--- config.mk ---
export PLATFORM = sky130hd
export DESIGN_NAME = mem_arbiter
export DESIGN_NICKNAME = d
export VERILOG_FILES = /design/src/rtl/mem_arb_pkg.sv /design/src/rtl/arb_pick.sv /design/src/rtl/mem_arbiter.sv
export SDC_FILE = /design/constraint.sdc
export NUM_CORES = 1
export LEC_CHECK = 0
export CAP_MARGIN = 20
export CORE_MARGIN = 2
export CORE_UTILIZATION = 35
export DETAILED_ROUTE_END_ITERATION = 12
export GPL_TIMING_DRIVEN = 0
export PLACE_DENSITY = 0.7
export SLEW_MARGIN = 10
export SYNTH_ARGS = -nofsm -noshare
export SYNTH_HDL_FRONTEND = slang
export SYNTH_SLANG_ARGS = --single-unit
--- constraint.sdc ---
create_clock -name clk_i -period 5.85 [get_ports clk_i]
set_input_delay 1.17 -clock clk_i [delete_from_list [all_inputs] [get_ports clk_i]]
set_output_delay 1.17 -clock clk_i [all_outputs]
set_load 0.01 [all_outputs]
--- src/rtl/mem_arb_pkg.sv ---
// mem_arb_pkg: shared types and default widths for the two-port memory arbiter.
//   state_e : arbiter FSM states
//   port_e  : requester identifier (instruction fetch / data)
package mem_arb_pkg;

   localparam int DEF_ADDR_W = 32;
   localparam int DEF_DATA_W = 32;

   typedef enum logic [1:0] {
      IDLE   = 2'd0,
      BUSY_I = 2'd1,
      BUSY_D = 2'd2,
      RESP   = 2'd3
   } state_e;

   typedef enum logic {
      PORT_I = 1'b0,
      PORT_D = 1'b1
   } port_e;

endpackage

--- src/rtl/arb_pick.sv ---
// arb_pick: combinational winner selection between the I and D requesters.
//   i_req  : instruction-fetch request pending
//   d_req  : data request pending
//   last   : port granted most recently
//   winner : port to grant (only meaningful when a request is pending)
// Build option: MEM_ARB_RR_EN -- ties alternate against `last`; otherwise D
// always wins a tie and `last` is ignored.
module arb_pick
   import mem_arb_pkg::*;
(
   input  logic  i_req,
   input  logic  d_req,
   input  port_e last,
   output port_e winner
);

`ifndef MEM_ARB_RR_EN
   logic unused_last;
   assign unused_last = last;
`endif

   always_comb begin
      winner = PORT_I;
      if (d_req && !i_req) begin
         winner = PORT_D;
      end else if (d_req && i_req) begin
`ifdef MEM_ARB_RR_EN
         winner = (last == PORT_D) ? PORT_I : PORT_D;
`else
         winner = PORT_D;
`endif
      end
   end

endmodule

--- src/rtl/mem_arbiter.sv ---
// mem_arbiter: shares one single-port memory between an instruction-fetch
// port (read only) and a data port (read/write).
//   clk_i, rst_i                    : clock, async active-high reset
//   i_req_i/i_addr_i                : fetch request (level) and address
//   i_ack_o/i_rdata_o/i_stall_o     : fetch completion pulse, data, stall
//   d_req_i/d_we_i/d_addr_i/d_wdata_i : data-port request bundle
//   d_ack_o/d_rdata_o/d_stall_o     : data completion pulse, data, stall
//   mem_req_o/mem_we_o/mem_addr_o/mem_wdata_o : memory request bundle
//   mem_ack_i/mem_rdata_i           : memory completion pulse and read data
// Build option: MEM_ARB_RR_EN selects round-robin tie breaking (see arb_pick).
module mem_arbiter
   import mem_arb_pkg::*;
#(
   parameter int ADDR_W = DEF_ADDR_W,
   parameter int DATA_W = DEF_DATA_W
) (
   input  logic              clk_i,
   input  logic              rst_i,
   input  logic              i_req_i,
   input  logic [ADDR_W-1:0] i_addr_i,
   output logic              i_ack_o,
   output logic [DATA_W-1:0] i_rdata_o,
   output logic              i_stall_o,
   input  logic              d_req_i,
   input  logic              d_we_i,
   input  logic [ADDR_W-1:0] d_addr_i,
   input  logic [DATA_W-1:0] d_wdata_i,
   output logic              d_ack_o,
   output logic [DATA_W-1:0] d_rdata_o,
   output logic              d_stall_o,
   output logic              mem_req_o,
   output logic              mem_we_o,
   output logic [ADDR_W-1:0] mem_addr_o,
   output logic [DATA_W-1:0] mem_wdata_o,
   input  logic              mem_ack_i,
   input  logic [DATA_W-1:0] mem_rdata_i
);

   state_e state, state_nxt;
   port_e  last_gnt, winner;
   logic   any_req;

   assign any_req = i_req_i | d_req_i;

   arb_pick u_pick (
      .i_req  (i_req_i),
      .d_req  (d_req_i),
      .last   (last_gnt),
      .winner (winner)
   );

   // Stall releases in the ack cycle so the requester advances exactly once.
   assign i_stall_o = i_req_i & ~i_ack_o;
   assign d_stall_o = d_req_i & ~d_ack_o;

   always_ff @(posedge clk_i or posedge rst_i) begin
      if (rst_i) state <= IDLE;
      else       state <= state_nxt;
   end

   always_comb begin
      state_nxt = state;
      case (state)
         IDLE:           if (any_req) state_nxt = (winner == PORT_D) ? BUSY_D : BUSY_I;
         BUSY_I, BUSY_D: if (mem_ack_i) state_nxt = RESP;
         RESP:           state_nxt = IDLE;
         default:        state_nxt = IDLE;
      endcase
   end

   // Request bundle, read-data capture and ack pulses. mem_ack_i only has
   // an effect in the BUSY states, so stray or post-reset acks are dropped.
   always_ff @(posedge clk_i or posedge rst_i) begin
      if (rst_i) begin
         mem_req_o   <= 1'b0;
         mem_we_o    <= 1'b0;
         mem_addr_o  <= '0;
         mem_wdata_o <= '0;
         i_rdata_o   <= '0;
         d_rdata_o   <= '0;
         i_ack_o     <= 1'b0;
         d_ack_o     <= 1'b0;
         last_gnt    <= PORT_I;
      end else begin
         i_ack_o <= 1'b0;
         d_ack_o <= 1'b0;
         case (state)
            IDLE: begin
               if (any_req) begin
                  mem_req_o <= 1'b1;
                  last_gnt  <= winner;
                  if (winner == PORT_D) begin
                     mem_we_o    <= d_we_i;
                     mem_addr_o  <= d_addr_i;
                     mem_wdata_o <= d_wdata_i;
                  end else begin
                     mem_we_o    <= 1'b0;
                     mem_addr_o  <= i_addr_i;
                     mem_wdata_o <= '0;
                  end
               end
            end
            BUSY_I: begin
               if (mem_ack_i) begin
                  mem_req_o <= 1'b0;
                  i_rdata_o <= mem_rdata_i;
                  i_ack_o   <= 1'b1;
               end
            end
            BUSY_D: begin
               if (mem_ack_i) begin
                  mem_req_o <= 1'b0;
                  mem_we_o  <= 1'b0;
                  if (!mem_we_o) d_rdata_o <= mem_rdata_i;
                  d_ack_o   <= 1'b1;
               end
            end
            default: ;
         endcase
      end
   end

endmodule

==> metrics.md <==
| Metric | Value |
|---|---|
| Outcome | completed |
| Placed Instances | 841 |
| Row cnt | 45 |
| Final critical-path share of the clock period | between 60% and 70% |
| H-tree depth | 4 |
| Final Slew Violations | 0 |
| Skew-Pair Late Insertion Delay | 0.41 ns |
| Clk sink count | 134 |
| Slowest CP cell | clkdlybuf4s50_1 |
| Clock Pin Slew Worst Setup and Hold Paths | 0.06 ns |
| Dpl cell area | between 8000 and 9000 um^2 |
| Crit path required time | ~4.7 ns |
| Non-filler cells, final | 872 |
| WHS | 0.4815 ns |
| Num CTS Buffers | 17 |
| WL/cell | approximately 17 um |
| Port Buf Inserts | roughly 270 |
| Vias per cell | about 4.7 |
| Initial DRT Pass Iterations | 4 |
| Crit-path most repeated cell | clkdlybuf4s50_1 |
| Sequential-to-total area share from yosys stat | around three fifths |
| CTS Root Cell | clkbuf_16 |
| ANT nets after route | 0 |
| Tot Pwr | 4.686 mW |
| DP Wirelength | 11130 um |
| Cell taking the most area after synthesis | dfrtp_1 |
| Die height | about 130 um |
| Hold Violations, Final | 0 |
| First-pass GRT wire length | between 20000 and 25000 um |
| Worst slew margin | 63.61% |
| Worst Path Max Fanout | 10 |
| CP Cell Sequence | clkdlybuf4s50_1 > buf_6 > inv_2 > nor2_1 > clkdlybuf4s50_1 |
| Syn Nets | 526 |
| Full die area | 16480 um^2 |
| Syn Area/Cell | 14.03 um^2 |
| Worst setup SP type | primary input |
| CP Capture Type | primary output |
| GPL Wtd Cong | 0.7613 |
| Fmax | 0.2636 GHz |
| Core Area | 15150 um^2 |
| Critical path type | in2out |
| Least-Margin Pin Slew | between 0.5 and 0.6 ns |
| Final instance area | 8890 um^2 |
| DRT iter0 DRCs | approximately 130 |
| Ratio of cells with drive above 1 in the final layout | 17.40% |
| Synth top area share | around 62% |
| Initial Util | between 30% and 40% |
| Synth warnings | 0 |
| Final setup viols | 0 |
| Mapped Cells | 386 |
| Antenna violations before repair | 0 |
| GRT overflow | 0 |
| #FFs+latches synth | 134 |
| CTS resizes | 0 |
| Tot GR Track Use | 18.22% |
| # Max-Cap Violations | 0 |
| Vias in the first global route | 4541 |
| IO Pins | 268 |
| Leakage | a little under 4 nW |
| Post-cts hold buffer count | 0 |
| Antenna fix cells | 0 |
| Largest vdd supply drop | 0.2199 mV |
| RSZ-0062 raised after global routing | no |
| Pin count of the biggest net entering global routing | 76 |
| Tmin final | 3.793 ns |
| Width of the die | 128.4 um |
| TritonCTS clock tree | yes |
| Area growth from synthesis to layout | 64.16% |
| Number of distinct library cells after synthesis | 28 |
| CP max stage delay | 0.57 ns |
| Critical path data arrival time | 2.62 ns |
| Post-CTS Repair Setup Buffers | 0 |
| Bufs on Longest Clock Path | 2 |
| Clk_skew | roughly 0.0057 ns |
| Area contributors post-synth | dfrtp_1 (62%), mux2_2 (13%), mux2i_1 (6.1%) |
| Setup TNS | 0 ns |
| Final net count | around 810 |
| Residual DRC count | 0 |
| Mapped Area | 5415 um^2 |
| Worst hold path type | reg2reg |
| Detailed-route via count | 4114 |
| Power per cell area | around 530 nW/um^2 |
| Total wire length | 14610 um |
==> cells by family after synthesis <==
logic type	synth area share, %
compound gates	9.543
fa+ha+maj	1.386
buf+inv	4.067
flops	61.92
mux	19.41
simple gates	3.674
==> cells in the final DEF, fill, tap and decap left out, types with 2 or more instances in the layout <==
cell type and n:
ha_1 6, nor2b_1 2, dfrtp_1 134, clkbuf_16 17
and2_1 2, clkbuf_8 2, o31ai_1 2, o21ai_1 30
nand2_1 32, o21ai_0 4, buf_6 8, clkbuf_1 8
mux2_2 64, inv_1 6, clkinv_2 3, buf_2 5
clkdlybuf4s50_1 266, buf_4 8, clkinvlp_4 3, mux2i_1 33
a21oi_1 2, a22o_1 32
==> metrics by stage <==
step                utilization, %  setup WS [ns]
detailed placement           55.10          2.048
global placement             54.89        -0.6238
floorplan                        -          1.097
CTS                          58.69          2.047
finish                       58.69          2.057
global route                 58.69          1.991
==> worst max-delay path, delay by kind of cell <==
family,cells,cell delay [ns]
simple gates,1,0.09
buf+inv,4,1.36
==> registers in the layout, summed over array words and instances, names as in the netlist <==
signal and flops:
i_ack_o 1, d_ack_o 1, state 2, mem_we_o 1
mem_addr_o 32, d_rdata_o 32, mem_req_o 1, i_rdata_o 32
mem_wdata_o 32
==> where the power goes <==
part	switching (mW)	internal, mW	total (mW)
Clock	0.375	0.602	0.977
Sequential	0.237	1.37	1.61
Combinational	0.834	1.26	2.10
Total	1.45	3.24	4.69
==> layer usage <==
metal | part of all wire [%] | GRT usage [%]
met5 | 0 | 0
met4 | 1.7 | 7.434
met3 | 7.9 | 6.320
met2 | 50 | 30.32
met1 | 40 | 21.71
==> final cells by class <==
| cell class | count | area [um^2] |
|---|---|---|
| clock buffer | 23 | 467.9 |
| multi-input combinational | 219 | 1842 |
| tap | 188 | 235.2 |
| clock inverter | 8 | 76.32 |
| fill | 1180 | 6256 |
| buffer | 25 | 190.2 |
| inverter | 8 | 35.03 |
| timing repair buffer | 267 | 2690 |
| sequential | 134 | 3353 |
==> path summary, 6_finish.rpt <==
kind                                            start                           to  slack, ns  cells past startpoint
max                                           d_req_i                    d_stall_o       2.06                      5
min                        mem_addr_o[18]$_DFFE_PP0P_   mem_addr_o[18]$_DFFE_PP0P_       0.48                      2
max reg2reg                      state[0]$_DFFE_PP0P_  mem_wdata_o[23]$_DFFE_PP0P_       4.13                      6
min reg2reg                mem_addr_o[18]$_DFFE_PP0P_   mem_addr_o[18]$_DFFE_PP0P_       0.48                      2
max in group asynchronous                       rst_i    mem_addr_o[4]$_DFFE_PP0P_       3.90                      3
min in group asynchronous                       rst_i     d_rdata_o[0]$_DFFE_PP0P_       1.20                      2
==> cell usage after synthesis <==
cell type    n
a31oi_1      1
nor3b_4      1
o21ai_1     30
ha_1         6
a22o_1      32
buf_4        8
nor2_1       1
o31ai_1      2
buf_6        8
mux2_2      64
mux2i_1     33
a21oi_1      2
o21ai_0      4
o41ai_1      1
buf_2        5
clkbuf_1     4
and2_1       2
inv_1        7
o22a_1       1
nand3_1      1
dfrtp_1    134
nand2_1     32
o21ai_2      1
nand2_2      1
nand3b_4     1
nor2b_1      2
a2bb2oi_1    1
inv_2        1
(Power assumes the default switching activity.)
